<file path="config.mk">
export PLATFORM = sky130hd
export DESIGN_NAME = cam_capture_flat
export DESIGN_NICKNAME = d
export VERILOG_FILES = /design/src/rtl/cam_capture_if.sv /design/src/rtl/cam_capture.sv /design/src/flat_wrapper.sv
export SDC_FILE = /design/constraint.sdc
export NUM_CORES = 1
export LEC_CHECK = 0
export BUFFER_PORTS_ARGS = -buffer_cell sky130_fd_sc_hd__buf_4
export CORE_AREA = 2 2 62 108
export DETAILED_ROUTE_END_ITERATION = 16
export DIE_AREA = 0 0 64 110
export PLACE_DENSITY = 0.81
export RECOVER_POWER = 25
export SLEW_MARGIN = 20
export SYNTH_ARGS = -nofsm -noshare
export SYNTH_HDL_FRONTEND = slang
export SYNTH_SLANG_ARGS = --single-unit
</file>
<file path="constraint.sdc">
create_clock -name clk -period 2.34 [get_ports clk]
set_clock_uncertainty 0.1 [all_clocks]
set_input_delay 0.351 -clock clk [delete_from_list [all_inputs] [get_ports clk]]
set_output_delay 0.351 -clock clk [all_outputs]
set_load 0.03 [all_outputs]
</file>
<file path="src/rtl/cam_capture_if.sv">
// Camera-to-frame-buffer bus bundle: camera byte stream in, pixel write strobe out.
// master: the capture block (samples camera pins, drives the write bus).
// slave:  the environment (drives camera pins, observes the write bus).
interface cam_capture_if #(
  parameter int ADDR_W = 19
);
  logic              cam_pclk;   // camera pixel clock, sampled as data
  logic              cam_vsync;  // high during vertical blank
  logic              cam_href;   // high while a line is valid
  logic [7:0]        cam_data;   // camera byte bus
  logic [ADDR_W-1:0] WriteAdd;   // frame buffer word address
  logic [11:0]       WriteData;  // {B[3:0], G[3:0], R[3:0]}
  logic              WriteEn;    // one-cycle write strobe

  modport master (
    input  cam_pclk, cam_vsync, cam_href, cam_data,
    output WriteAdd, WriteData, WriteEn
  );

  modport slave (
    output cam_pclk, cam_vsync, cam_href, cam_data,
    input  WriteAdd, WriteData, WriteEn
  );
endinterface

</file>
<file path="src/rtl/cam_capture.sv">
// Captures an 8-bit RGB444 camera stream (2 bytes/pixel), keeps every other pixel, writes the frame buffer.
// Latency: WriteEn one clk after the synchronized pclk tick of a kept pixel's second byte (3 clk after pclk rise).
// Backpressure: none; the frame buffer must accept every strobe, overrun writes are dropped and flagged.
// Ports: clk/rstn (sync, active-low); bus (camera pins in, WriteAdd/WriteData/WriteEn out);
//        cap_en (sampled at frame start); SyncVsync, frame_done pulses; ovf_err sticky overrun flag.
module cam_capture #(
  parameter int LINE_PIX    = 640,
  parameter int FRAME_WORDS = 153600,
  parameter int ADDR_W      = 19
) (
  input  logic            clk,
  input  logic            rstn,
  cam_capture_if.master   bus,
  input  logic            cap_en,
  output logic            SyncVsync,
  output logic            frame_done,
  output logic            ovf_err
);

  localparam int                COL_W    = $clog2(LINE_PIX + 1);
  localparam logic [COL_W-1:0]  COL_MAX  = COL_W'(LINE_PIX);
  localparam logic [ADDR_W-1:0] ADD_LAST = ADDR_W'(FRAME_WORDS - 1);

  typedef enum logic [1:0] {WAIT_VS, VBLANK, ACTIVE, SKIP} state_t;

  // Every camera input sees the same two-flop delay so data stays aligned with its pclk edge.
  logic       pclk_s1, pclk_s2, pclk_d3;
  logic       vs_s1, vs_s2, vs_d3;
  logic       href_s1, href_s2;
  logic [7:0] dat_s1, dat_s2;

  always_ff @(posedge clk) begin
    if (!rstn) begin
      pclk_s1 <= 1'b0; pclk_s2 <= 1'b0; pclk_d3 <= 1'b0;
      vs_s1   <= 1'b0; vs_s2   <= 1'b0; vs_d3   <= 1'b0;
      href_s1 <= 1'b0; href_s2 <= 1'b0;
      dat_s1  <= '0;   dat_s2  <= '0;
    end else begin
      pclk_s1 <= bus.cam_pclk;  pclk_s2 <= pclk_s1;  pclk_d3 <= pclk_s2;
      vs_s1   <= bus.cam_vsync; vs_s2   <= vs_s1;    vs_d3   <= vs_s2;
      href_s1 <= bus.cam_href;  href_s2 <= href_s1;
      dat_s1  <= bus.cam_data;  dat_s2  <= dat_s1;
    end
  end

  logic tick, vs_fall, vs_rise;
  assign tick    = pclk_s2 & ~pclk_d3;
  assign vs_fall = vs_d3 & ~vs_s2;
  assign vs_rise = vs_s2 & ~vs_d3;

  state_t             state_q, state_d;
  logic               phase_q;
  logic [COL_W-1:0]   col_q;
  logic [3:0]         r_q;
  logic               frame_start, frame_end, pix_tick, write_due;
  logic               full_q;   // the write to ADD_LAST has been issued this frame
  logic               wr_en_q, sync_q, done_q, ovf_q;
  logic [ADDR_W-1:0]  wr_add_q;
  logic [11:0]        wr_dat_q;

  // FSM: state register
  always_ff @(posedge clk) begin
    if (!rstn) state_q <= WAIT_VS;
    else       state_q <= state_d;
  end

  // FSM: next state. WAIT_VS waits for blanking so a reset mid-frame never captures a partial frame.
  always_comb begin
    state_d = state_q;
    case (state_q)
      WAIT_VS: if (vs_s2)   state_d = VBLANK;
      VBLANK:  if (vs_fall) state_d = cap_en ? ACTIVE : SKIP;
      ACTIVE:  if (vs_rise) state_d = VBLANK;
      SKIP:    if (vs_rise) state_d = VBLANK;
      default:              state_d = WAIT_VS;
    endcase
  end

  // FSM: decoded controls
  always_comb begin
    frame_start = 1'b0;
    frame_end   = 1'b0;
    pix_tick    = 1'b0;
    case (state_q)
      VBLANK: frame_start = vs_fall;
      ACTIVE: begin
        frame_end = vs_rise;
        pix_tick  = tick & href_s2;
      end
      default: ;
    endcase
    // Only even columns are kept: the VGA side doubles pixels horizontally.
    write_due = pix_tick & phase_q & ~col_q[0] & (col_q < COL_MAX);
  end

  // Pixel assembly. Dropping href (or leaving ACTIVE) discards any odd trailing byte.
  always_ff @(posedge clk) begin
    if (!rstn) begin
      phase_q <= 1'b0;
      col_q   <= '0;
      r_q     <= '0;
    end else if (state_q != ACTIVE || !href_s2) begin
      phase_q <= 1'b0;
      col_q   <= '0;
    end else if (tick) begin
      if (!phase_q) begin
        r_q     <= dat_s2[3:0];
        phase_q <= 1'b1;
      end else begin
        phase_q <= 1'b0;
        if (col_q != COL_MAX) col_q <= col_q + 1'b1;  // saturate on over-long lines
      end
    end
  end

  // Write port, frame pulses and overrun tracking.
  always_ff @(posedge clk) begin
    if (!rstn) begin
      wr_en_q  <= 1'b0;
      wr_add_q <= '0;
      wr_dat_q <= '0;
      full_q   <= 1'b0;
      ovf_q    <= 1'b0;
      sync_q   <= 1'b0;
      done_q   <= 1'b0;
    end else begin
      wr_en_q <= 1'b0;
      sync_q  <= frame_start;
      done_q  <= frame_end;
      if (frame_start) begin
        // Frame start wins over anything pending in the same cycle.
        wr_add_q <= '0;
        full_q   <= 1'b0;
        if (cap_en) ovf_q <= 1'b0;
      end else begin
        // Address advances after its strobe but never wraps past the last word.
        if (wr_en_q) begin
          if (wr_add_q == ADD_LAST) full_q   <= 1'b1;
          else                      wr_add_q <= wr_add_q + 1'b1;
        end
        if (write_due) begin
          if (full_q || (wr_en_q && wr_add_q == ADD_LAST)) begin
            ovf_q <= 1'b1;
          end else begin
            wr_en_q  <= 1'b1;
            wr_dat_q <= {dat_s2[3:0], dat_s2[7:4], r_q};
          end
        end
      end
    end
  end

  assign bus.WriteEn   = wr_en_q;
  assign bus.WriteAdd  = wr_add_q;
  assign bus.WriteData = wr_dat_q;
  assign SyncVsync     = sync_q;
  assign frame_done    = done_q;
  assign ovf_err       = ovf_q;

endmodule

</file>
<file path="src/flat_wrapper.sv">
// flat-port wrapper written by rule: the top's interface ports become plain ports
module cam_capture_flat 
#(
  parameter int LINE_PIX    = 640,
  parameter int FRAME_WORDS = 153600,
  parameter int ADDR_W      = 19
)
  (clk, rstn, cap_en, SyncVsync, frame_done, ovf_err, bus_cam_pclk, bus_cam_vsync, bus_cam_href, bus_cam_data, bus_WriteAdd, bus_WriteData, bus_WriteEn);
  cam_capture_if #(.ADDR_W(ADDR_W)) bus_i ();
  input  logic clk;
  input  logic rstn;
  input  logic cap_en;
  output logic SyncVsync;
  output logic frame_done;
  output logic ovf_err;
  input wire logic [$bits(bus_i.cam_pclk)-1:0] bus_cam_pclk;
  input wire logic [$bits(bus_i.cam_vsync)-1:0] bus_cam_vsync;
  input wire logic [$bits(bus_i.cam_href)-1:0] bus_cam_href;
  input wire logic [$bits(bus_i.cam_data)-1:0] bus_cam_data;
  output wire logic [$bits(bus_i.WriteAdd)-1:0] bus_WriteAdd;
  output wire logic [$bits(bus_i.WriteData)-1:0] bus_WriteData;
  output wire logic [$bits(bus_i.WriteEn)-1:0] bus_WriteEn;
  assign bus_i.cam_pclk = bus_cam_pclk;
  assign bus_i.cam_vsync = bus_cam_vsync;
  assign bus_i.cam_href = bus_cam_href;
  assign bus_i.cam_data = bus_cam_data;
  assign bus_WriteAdd = bus_i.WriteAdd;
  assign bus_WriteData = bus_i.WriteData;
  assign bus_WriteEn = bus_i.WriteEn;
  cam_capture #(.LINE_PIX(LINE_PIX), .FRAME_WORDS(FRAME_WORDS), .ADDR_W(ADDR_W)) u_core (.clk(clk), .rstn(rstn), .bus(bus_i), .cap_en(cap_en), .SyncVsync(SyncVsync), .frame_done(frame_done), .ovf_err(ovf_err));
endmodule
</file>
### Word level (Yosys, flattened, before mapping)

Index checks and enable logic that the tools add are counted.

| word-level totals | value |
|---|---|
| register bits after elaboration | 77 |
| input bits | 14 |
| word-level logic and storage cells | 84 |

| cells by class | value |
|---|---|
| $add $sub $neg | 2 |
| order comparisons | 1 |
| equality and inequality tests | 10 |
| multiplexer cells | 13 |
| bitwise operators | 18 |
| reductions and logical operators | 19 |

Operators by type and width:

| kind | number |
|---|---|
| adder 19 x 1 -> 19 bit, second input constant | 1 |
| == test 19 x 18 -> 1 bit, second input constant | 1 |
| AND reduction 3 bit | 5 |
| NOT 1 bit | 11 |
| adder 10 x 1 -> 10 bit, second input constant | 1 |
| less-than comparator 10 bit, second input constant | 1 |
| != test 10 bit, second input constant | 1 |
| two-way mux 1 bit | 9 |
| bitwise AND 1 bit | 7 |
| two-way mux 2 bit | 3 |
| != test 2 x 1 -> 1 bit, second input constant | 3 |
| case mux 2 bit (3 select lines) | 1 |
| AND reduction 2 bit | 3 |
| OR reduction 2 bit | 3 |
| == test 2 bit, second input constant | 2 |
| != test 2 bit, second input constant | 2 |
| nonzero test 2 bit | 2 |
| OR reduction 3 bit | 1 |
| == test 2 x 1 -> 1 bit, second input constant | 1 |
| logical NOT 2 bit | 1 |
| logical OR 1 bit | 2 |
| logical AND 1 bit | 1 |
| logical NOT 1 bit | 1 |

### Longest topological paths before layout

Gate-level depths: netlist of the first run.

| logic depth | value |
|---|---|
| word-level depth | 9 |
| gate-level depth with buffers | 6 |

### Least setup slack after synthesis of the first run

No wires, ideal clock.

| timing | value |
|---|---|
| path kind | flip-flop to flip-flop |
| start | reg u_core.wr_add_q[0], in the netlist u_core.bus.WriteAdd[0] |
| end | reg u_core.wr_add_q[10], in the netlist u_core.bus.WriteAdd[10] |
| setup time | 70 ps |
| arrival | 1800 ps |
| required time | 2170 ps |
| setup slack | 370 ps |
| cell stages (with the launch flop) | 7 |
| buffers on the path | 1 |
| clock period less this slack | 1970 ps |
| cells stage by stage | dfxtp_1 -> ha_1 -> and2_1 -> buf_2 -> nand2_1 -> or4_1 -> a21oi_1 |

| between the ends | value |
|---|---|
| word-level cells in the longest chain between the ends | 3 |
| elaborated cells on any way between the ends | 4 |
| those cells by class | add/sub (1); eq/ne (1); bitwise (1); reduce/logical (1) |

RTL lines:

| item | RTL line | text |
|---|---|---|
| start, declared | cam_capture.sv:58 | `logic [ADDR_W-1:0] wr_add_q;` |
| start signal, assigned | cam_capture.sv:139 | `else wr_add_q <= wr_add_q + 1'b1;` |
| parallel branches: the longest is 3 deep, another holds adder 19 x 1 -> 19 bit | - |  |

Parallel ways; which one is timed is not known.
A chain may end at the register's enable or synchronous reset.

### Worst setup path in the final report of the first run

| timing | value |
|---|---|
| start | reg u_core.phase_q |
| end | reg u_core.wr_dat_q[6], in the netlist u_core.bus.WriteData[6] |

| between the ends | value |
|---|---|
| word-level cells in the longest chain between the ends | 4 |

RTL lines:

| item | RTL line | text |
|---|---|---|
| start, declared | cam_capture.sv:52 | `logic phase_q;` |
| start signal, assigned | cam_capture.sv:99 | `phase_q <= 1'b0;` |
| start signal, assigned | cam_capture.sv:103 | `phase_q <= 1'b0;` |
| start signal, assigned | cam_capture.sv:108 | `phase_q <= 1'b1;` |
| bitwise AND 1 bit (3 in a row) | cam_capture.sv:93 | `write_due = pix_tick & phase_q & ~col_q[0] & (col_q < COL_MAX);` |
| AND reduction 3 bit (no source line) | - |  |
| end signal, assigned | cam_capture.sv:146 | `wr_dat_q <= {dat_s2[3:0], dat_s2[7:4], r_q};` |
| end, declared | cam_capture.sv:59 | `logic [11:0] wr_dat_q;` |

Every way passes these cells.

==> reports/qor.yml, run 1 <==
synth:
  netlist.area_leader.share_pct: 48.9
  yosysWarnings: 0
  syn-cell-area_um2: 3150
  syn_nets: 352
  synth-main-ff-cell: "dfxtp_1"
  avgSynthCellArea_um2: 9.40
  ys_seq_area_share_pct: 48.9
  synthArstFlopShare_pct: 0
  yosysTopAreaCell: "dfxtp_1"
  synthTopCellsByArea: "dfxtp_1 (49%), mux2i_1 (7.0%), and2_1 (5.2%)"
  netlist-cell-type-count: 49
  ys_seq_elements: 77
  synth_edf_count: 0
  syn_inst: 335
global_routing:
  grt_pass1_wl_um: 10800
  antenna_found_initial: 0
  grt_pass1_vias: 2480
  grt_usage_pct: 20.0
  grt_overflow_total: 0
  grt_max_degree: 30
route:
  wire_per_inst_um: 13.8
  drcViolationCount: 0
  ant_nets: 0
  wl_um: 6470
  drtIter0Drc: 107
  via_per_inst: 5.55
  vias: 2599
  drt-pass1-iter-count: 4
placement:
  gp_congestion: 0.856
  dp_hpwl_um: 4650
  port_buffers: 48
  placed_area_um2: 3560
sta:
  rsz0062_at_grt: "false"
  post-route-period-util_pct: 88.5
  min_period_ns: 2.07
  hold_viol_final: 0
  drv_slew: 0
  tns_ns: 0
  relSlewSlack_pct: 36.4
  setup_viol: 0
  fmax_ghz: 0.483
  hold_ws_ns: 0.107
  worstMarginPinSlew_ns: 0.954
critical_path:
  worstSetupPathType: "register to register"
  rrSetupSlack_ns: 0.27
  worstSetupStartpointType: "register"
  cp_slowest_stage_delay_ns: 0.78
  reg2regPathDepth: 4
  crit_end: "u_core.bus.WriteData[6]"
  reg2reg_to: "u_core.bus.WriteData[6]"
  critPathRequiredTime_ns: 2.52
  crit_fanout: 13
  cp_slowest_cell: "a211oi_4"
  crit_arrival_ns: 2.25
  startpoint: "u_core.phase_q"
  critical_path.cell_chain: "and3b_1 -> nand4b_1 -> a211oi_4 -> mux2i_1"
  reg2reg_from: "u_core.phase_q"
  endpoint_kind: "register"
layout:
  diodes: 0
  syn2layout_area_growth_pct: 18.4
  num-fill-cells: 515
  postLayoutCoreUtil_pct: 60.8
  nets: 400
  stdcell_area_um2: 3730
  drive_gt1_share_pct: 19.1
cts:
  clk_pin_slew_ns: 0.08
  h-tree-depth: 3
  cts_tree: "built"
  hold_buffers: 0
  cts_sinks: 77
  clk_latency_ns: 0.35
  cts_made_buffers: 9
  root_buffer: "clkbuf_8"
  post_cts_resize_count: 0
  post-cts-setup-buffers: 0
  cts.path.max_buffers: 2
power:
  finalPower_mw: 2.29
  powerDensity_nw_per_um2: 614
  power_leakage_nw: 1.37
  ir_drop_uv: 449
floorplanning:
  die_h_um: 110
  dieArea_um2: 7040
  row_count: 38
  initial_core_util_pct: 51.3
  core_um2: 6130
  chipWidth_um: 64
  ios: 49
outcome:
  outcome: "finished clean"
job:
  cap_violations: 0
hold_path:
  min_path_type: "input port to register"
logic make-up (layout without fill, tap and decap cells):
logic type	count (synthesis)	after routing	synth area share, %
simple gates	151	151	26.7
buf+inv	25	78	3.81
fa+ha+maj	3	3	1.19
xor+xnor	7	7	1.95
flops	77	77	48.9
compound gates	50	50	10.4
mux	22	22	6.99
layout make-up:
cell class | instances | area, µm² | share of cell area [%]
clock buffers | 11 | 141 | 3.79
clock inverters | 5 | 36.3 | 0.973
inverters | 9 | 33.8 | 0.906
multi-input cells | 233 | 1490 | 39.9
flip-flops and latches | 77 | 1540 | 41.4
well taps | 80 | 100 | 2.69
repair buffers | 53 | 387 | 10.4
flip-flops by register name, indices dropped and copies added, names as in the netlist, 2 cells and up:
name / flops
u_core.state_q: 2
u_core.bus.WriteAdd: 19
u_core.col_q: 10
u_core.bus.WriteData: 12
u_core.dat_s2: 8
u_core.r_q: 4
u_core.dat_s1: 8
worst max-delay path, delay by kind of cell (launching register included):
family	cells	cell delay (ns)
mux	1	0.26
simple gates	2	0.48
flops	1	0.38
compound gates	1	0.78
power breakdown:
group	leakage (nW)	internal, mW	switching (mW)
logic	0.651	0.0300	0.0328
registers	0.625	1.33	0.00770
clock network	0.0933	0.416	0.473
routing by layer:
layer,GRT usage [%],vias to the layer above,routed length [µm]
met1,20.9,1237,2480
met2,35.7,75,3470
li1,-,1271,-
met4,10.6,0,214
met3,5.89,16,307
met5,0,-,0
worst min path at each step:
stage | slack (ns) | end | cells past startpoint | from
after floorplan | 0.31 | u_core.dat_s2[0] | 1 | u_core.dat_s1[0]
after global placement | 0.31 | u_core.href_s2 | 1 | u_core.href_s1
after detailed placement | 0.32 | u_core.vs_s2 | 1 | u_core.vs_s1
after CTS | 0.09 | u_core.dat_s1[1] | 2 | bus_cam_data[1]
after global routing | 0.08 | u_core.pclk_s1 | 2 | bus_cam_pclk
final | 0.11 | u_core.dat_s1[1] | 2 | bus_cam_data[1]
per-stage QoR:
step / cells / setup WS (ns)
CTS: 468 / 0.255
detailed placement: 452 / 0.275
floorplan: 335 / 0.370
global route: 468 / 0.0890
global placement: 452 / 0.363
finish: 468 / 0.270
cells in the final DEF (no fill, tap or decap), types with 9 or more instances in the layout:
cell,Yosys,layout
dfxtp_1,77,77
buf_4,1,50
nand2_1,43,43
mux2i_1,22,22
a21oi_1,21,21
nor2_1,19,19
and2_1,26,17
nand3_1,10,10
clkbuf_8,0,10
inv_1,9,9
and2_0,0,9
o31ai_1,9,9
cell usage after synthesis (2+ instances only):
cell / n
inv_1: 9
ha_1: 3
a21oi_1: 21
or3_1: 6
and2_1: 26
xnor2_1: 4
nor3_1: 6
nand3_1: 10
nand4_1: 6
or4_1: 8
nand2_1: 43
and4_1: 3
o21a_1: 2
buf_2: 3
clkbuf_1: 10
a2111o_1: 2
nor2_1: 19
dfxtp_1: 77
nor2b_1: 2
and3_1: 3
o31ai_1: 9
nor4bb_1: 3
mux2i_1: 22
xor2_1: 3
o21ai_0: 8
and4_4: 2
nand3b_1: 3
Note: power is estimated with default switching activity, not from simulation.
==> run 2, diff against run 1 <==
--- a/config.mk
+++ b/config.mk
@@ -7,6 +7,7 @@
 export LEC_CHECK = 0
 export BUFFER_PORTS_ARGS = -buffer_cell sky130_fd_sc_hd__buf_4
 export CORE_AREA = 2 2 62 108
+export CTS_BUF_LIST = sky130_fd_sc_hd__clkbuf_4 sky130_fd_sc_hd__clkbuf_8
 export DETAILED_ROUTE_END_ITERATION = 16
 export DIE_AREA = 0 0 64 110
 export PLACE_DENSITY = 0.81
==> run 2 against run 1 <==
  * Global-route usage unchanged
  * Final cell count stayed put
  * Sequential share of layout area barely moved
  * Core utilization is 0.061 points higher
  * Worst hold slack worse by 0.00093 ns
  * Critical path depth stayed put
  * Combinational power is essentially flat
  * Flip-flop and latch count did not move
  * Final area grew 0.10%
  * Critical path type unchanged
==> reports/qor.yml, run 2 (synthesis gave the netlist of run 1 again) <==
global_routing:
  grt_pass1_wl_um: 10800  # unchanged
  grt_max_degree: 30  # unchanged
  grt_usage_pct: 20.0  # unchanged
  grt_pass1_vias: 2480  # unchanged
  grt_overflow_total: 0  # unchanged
  antenna_found_initial: 0  # unchanged
cts:
  cts.path.max_buffers: 2  # unchanged
  root_buffer: "clkbuf_8"
  clk_latency_ns: 0.35  # about the same
  h-tree-depth: 3  # unchanged
  cts_sinks: 77  # unchanged
  cts_tree: "built"
  post_cts_resize_count: 0  # unchanged
  cts_made_buffers: 9  # unchanged
  clk_pin_slew_ns: 0.08  # about the same
  hold_buffers: 0  # unchanged
  post-cts-setup-buffers: 0  # unchanged
power:
  powerDensity_nw_per_um2: 616  # +0.37%
  switching_share_pct: 22.3  # -0.14 points
  p_sw_mw: 0.512  # -0.17%
  comb_power_share_pct: 2.7  # about the same
  power_leakage_nw: 1.37  # +0.25%
  pwr-share-seq_pct: 58.1  # -0.3 points
  clkPwrFrac_pct: 39.1  # +0.3 points
  ir_drop_uv: 449  # about the same
  internal_power_mw: 1.79  # +0.65%
sta:
  setup_viol: 0  # unchanged
  worstMarginPinSlew_ns: 0.954  # +0.000471 ns
  rsz0062_at_grt: "false"
  post-route-period-util_pct: 88.6  # +0.15 points
  drv_slew: 0  # unchanged
  hold_viol_final: 0  # unchanged
  fmax_ghz: 0.482  # -0.17%
  hold_ws_ns: 0.106  # -0.000932 ns
  tns_ns: 0  # unchanged
  min_period_ns: 2.07  # +0.00362 ns
  relSlewSlack_pct: 36.4  # about the same
critical_path:
  crit_arrival_ns: 2.25  # about the same
  reg2regPathDepth: 4  # unchanged
  cp_slowest_stage_delay_ns: 0.78  # about the same
  worstSetupStartpointType: "register"
  critical-path-top-delay-family: "compound AO/OA/AOI/OAI gates"
  reg2reg_to: "u_core.bus.WriteData[6]"
  rrSetupSlack_ns: 0.27  # about the same
  cp_slowest_cell: "a211oi_4"
  crit_end: "u_core.bus.WriteData[6]"
  critical_path.cell_chain: "and3b_1 -> nand4b_1 -> a211oi_4 -> mux2i_1"
  cp_num_cells: 4  # unchanged
  cp_num_buf_inv: 0  # unchanged
  startpoint: "u_core.phase_q"
  crit_fanout: 13  # unchanged
  reg2reg_from: "u_core.phase_q"
  worstSetupPathType: "register to register"
  endpoint_kind: "register"
  critPathRequiredTime_ns: 2.52  # about the same
route:
  drcViolationCount: 0  # unchanged
  drt-pass1-iter-count: 4  # unchanged
  via_per_inst: 5.54  # -0.19%
  routed-wl-met2_um: 3450  # -0.55%
  ant_nets: 0  # unchanged
  highest_layer: "met4"
  vias: 2594  # -0.19%
  wire_per_inst_um: 13.8  # -0.34%
  wl_um: 6440  # -0.34%
  wl_met3_um: 296  # -3.6%
  wirelength_met1_um: 2490  # +0.48%
  drtIter0Drc: 107  # unchanged
layout:
  postLayoutCoreUtil_pct: 60.8  # +0.061 points
  final_common_cell: "dfxtp_1"
  layout_common_cells: "dfxtp_1 (77), buf_4 (50), nand2_1 (43), mux2i_1 (22), a21oi_1 (21)"
  drive_gt1_share_pct: 19.3  # +0.26 points
  largest_reg_flops: 19  # unchanged
  fin_cells: 468  # unchanged
  nets: 400  # unchanged
  diodes: 0  # unchanged
  syn2layout_area_growth_pct: 18.5
job:
  cap_violations: 0  # unchanged
floorplanning:
  chipWidth_um: 64  # unchanged
  ios: 49  # unchanged
  core_um2: 6130  # unchanged
  row_count: 38  # unchanged
  initial_core_util_pct: 51.3  # unchanged
  die_h_um: 110  # unchanged
  dieArea_um2: 7040  # unchanged
outcome:
  outcome: "finished clean"
placement:
  placed_cells: 452  # unchanged
  gp_congestion: 0.856  # unchanged
  dp_hpwl_um: 4650  # unchanged
  port_buffers: 48  # unchanged
hold_path:
  min_path_type: "input port to register"
  hold_depth: 2  # unchanged
-- run 2: cell count changes in the layout (fill, tap and decap cells not counted) --
| cell | before | now |
|---|---|---|
| clkbuf_1 | 4 | 3 |
| clkbuf_4 | 0 | 1 |
-- run 2: layout make-up --
class                   instances  area [µm²]
repair buffers                 53         387
fillers                       513        2400
well taps                      80         100
flip-flops and latches         77        1540
inverters                       9        33.8
clock buffers                  11         145
multi-input cells             233        1490
clock inverters                 5        36.3
-- run 2: routing by layer --
metal / vias to the layer above / global-route usage [%]
met5: - / 0
met4: 0 / 10.6
met3: 16 / 5.89
met2: 69 / 35.7
met1: 1243 / 20.9
li1: 1266 / -
-- run 2: through the flow --
step                worst slack (ns)  instance area, µm²  total power [mW]
global placement               0.363                3560              1.43
finish                         0.266                3730              2.30
detailed placement             0.275                3560              1.43
CTS                            0.255                3740              2.33
floorplan                      0.370                3150              1.40
global route                  0.0890                3730              2.39
-- run 2: worst min-delay path by stage --
stage,from,to,slack [ns]
5_1_grt,bus_cam_pclk,u_core.pclk_s1,0.08
3_5_place_dp,u_core.vs_s1,u_core.vs_s2,0.32
2_1_floorplan,u_core.dat_s1[0],u_core.dat_s2[0],0.31
4_1_cts,bus_cam_href,u_core.href_s1,0.09
3_3_place_gp,u_core.href_s1,u_core.href_s2,0.31
6_report,bus_cam_data[1],u_core.dat_s1[1],0.11
-- run 2: power groups by stage --
stage	sequential, mW	clock [mW]	combinational, mW
after detailed placement	1.37	0	0.0658
after CTS	1.34	0.926	0.0662
after floorplan	1.36	0	0.0379
after global placement	1.37	0	0.0629
final	1.34	0.899	0.0627
after global routing	1.34	0.976	0.0709
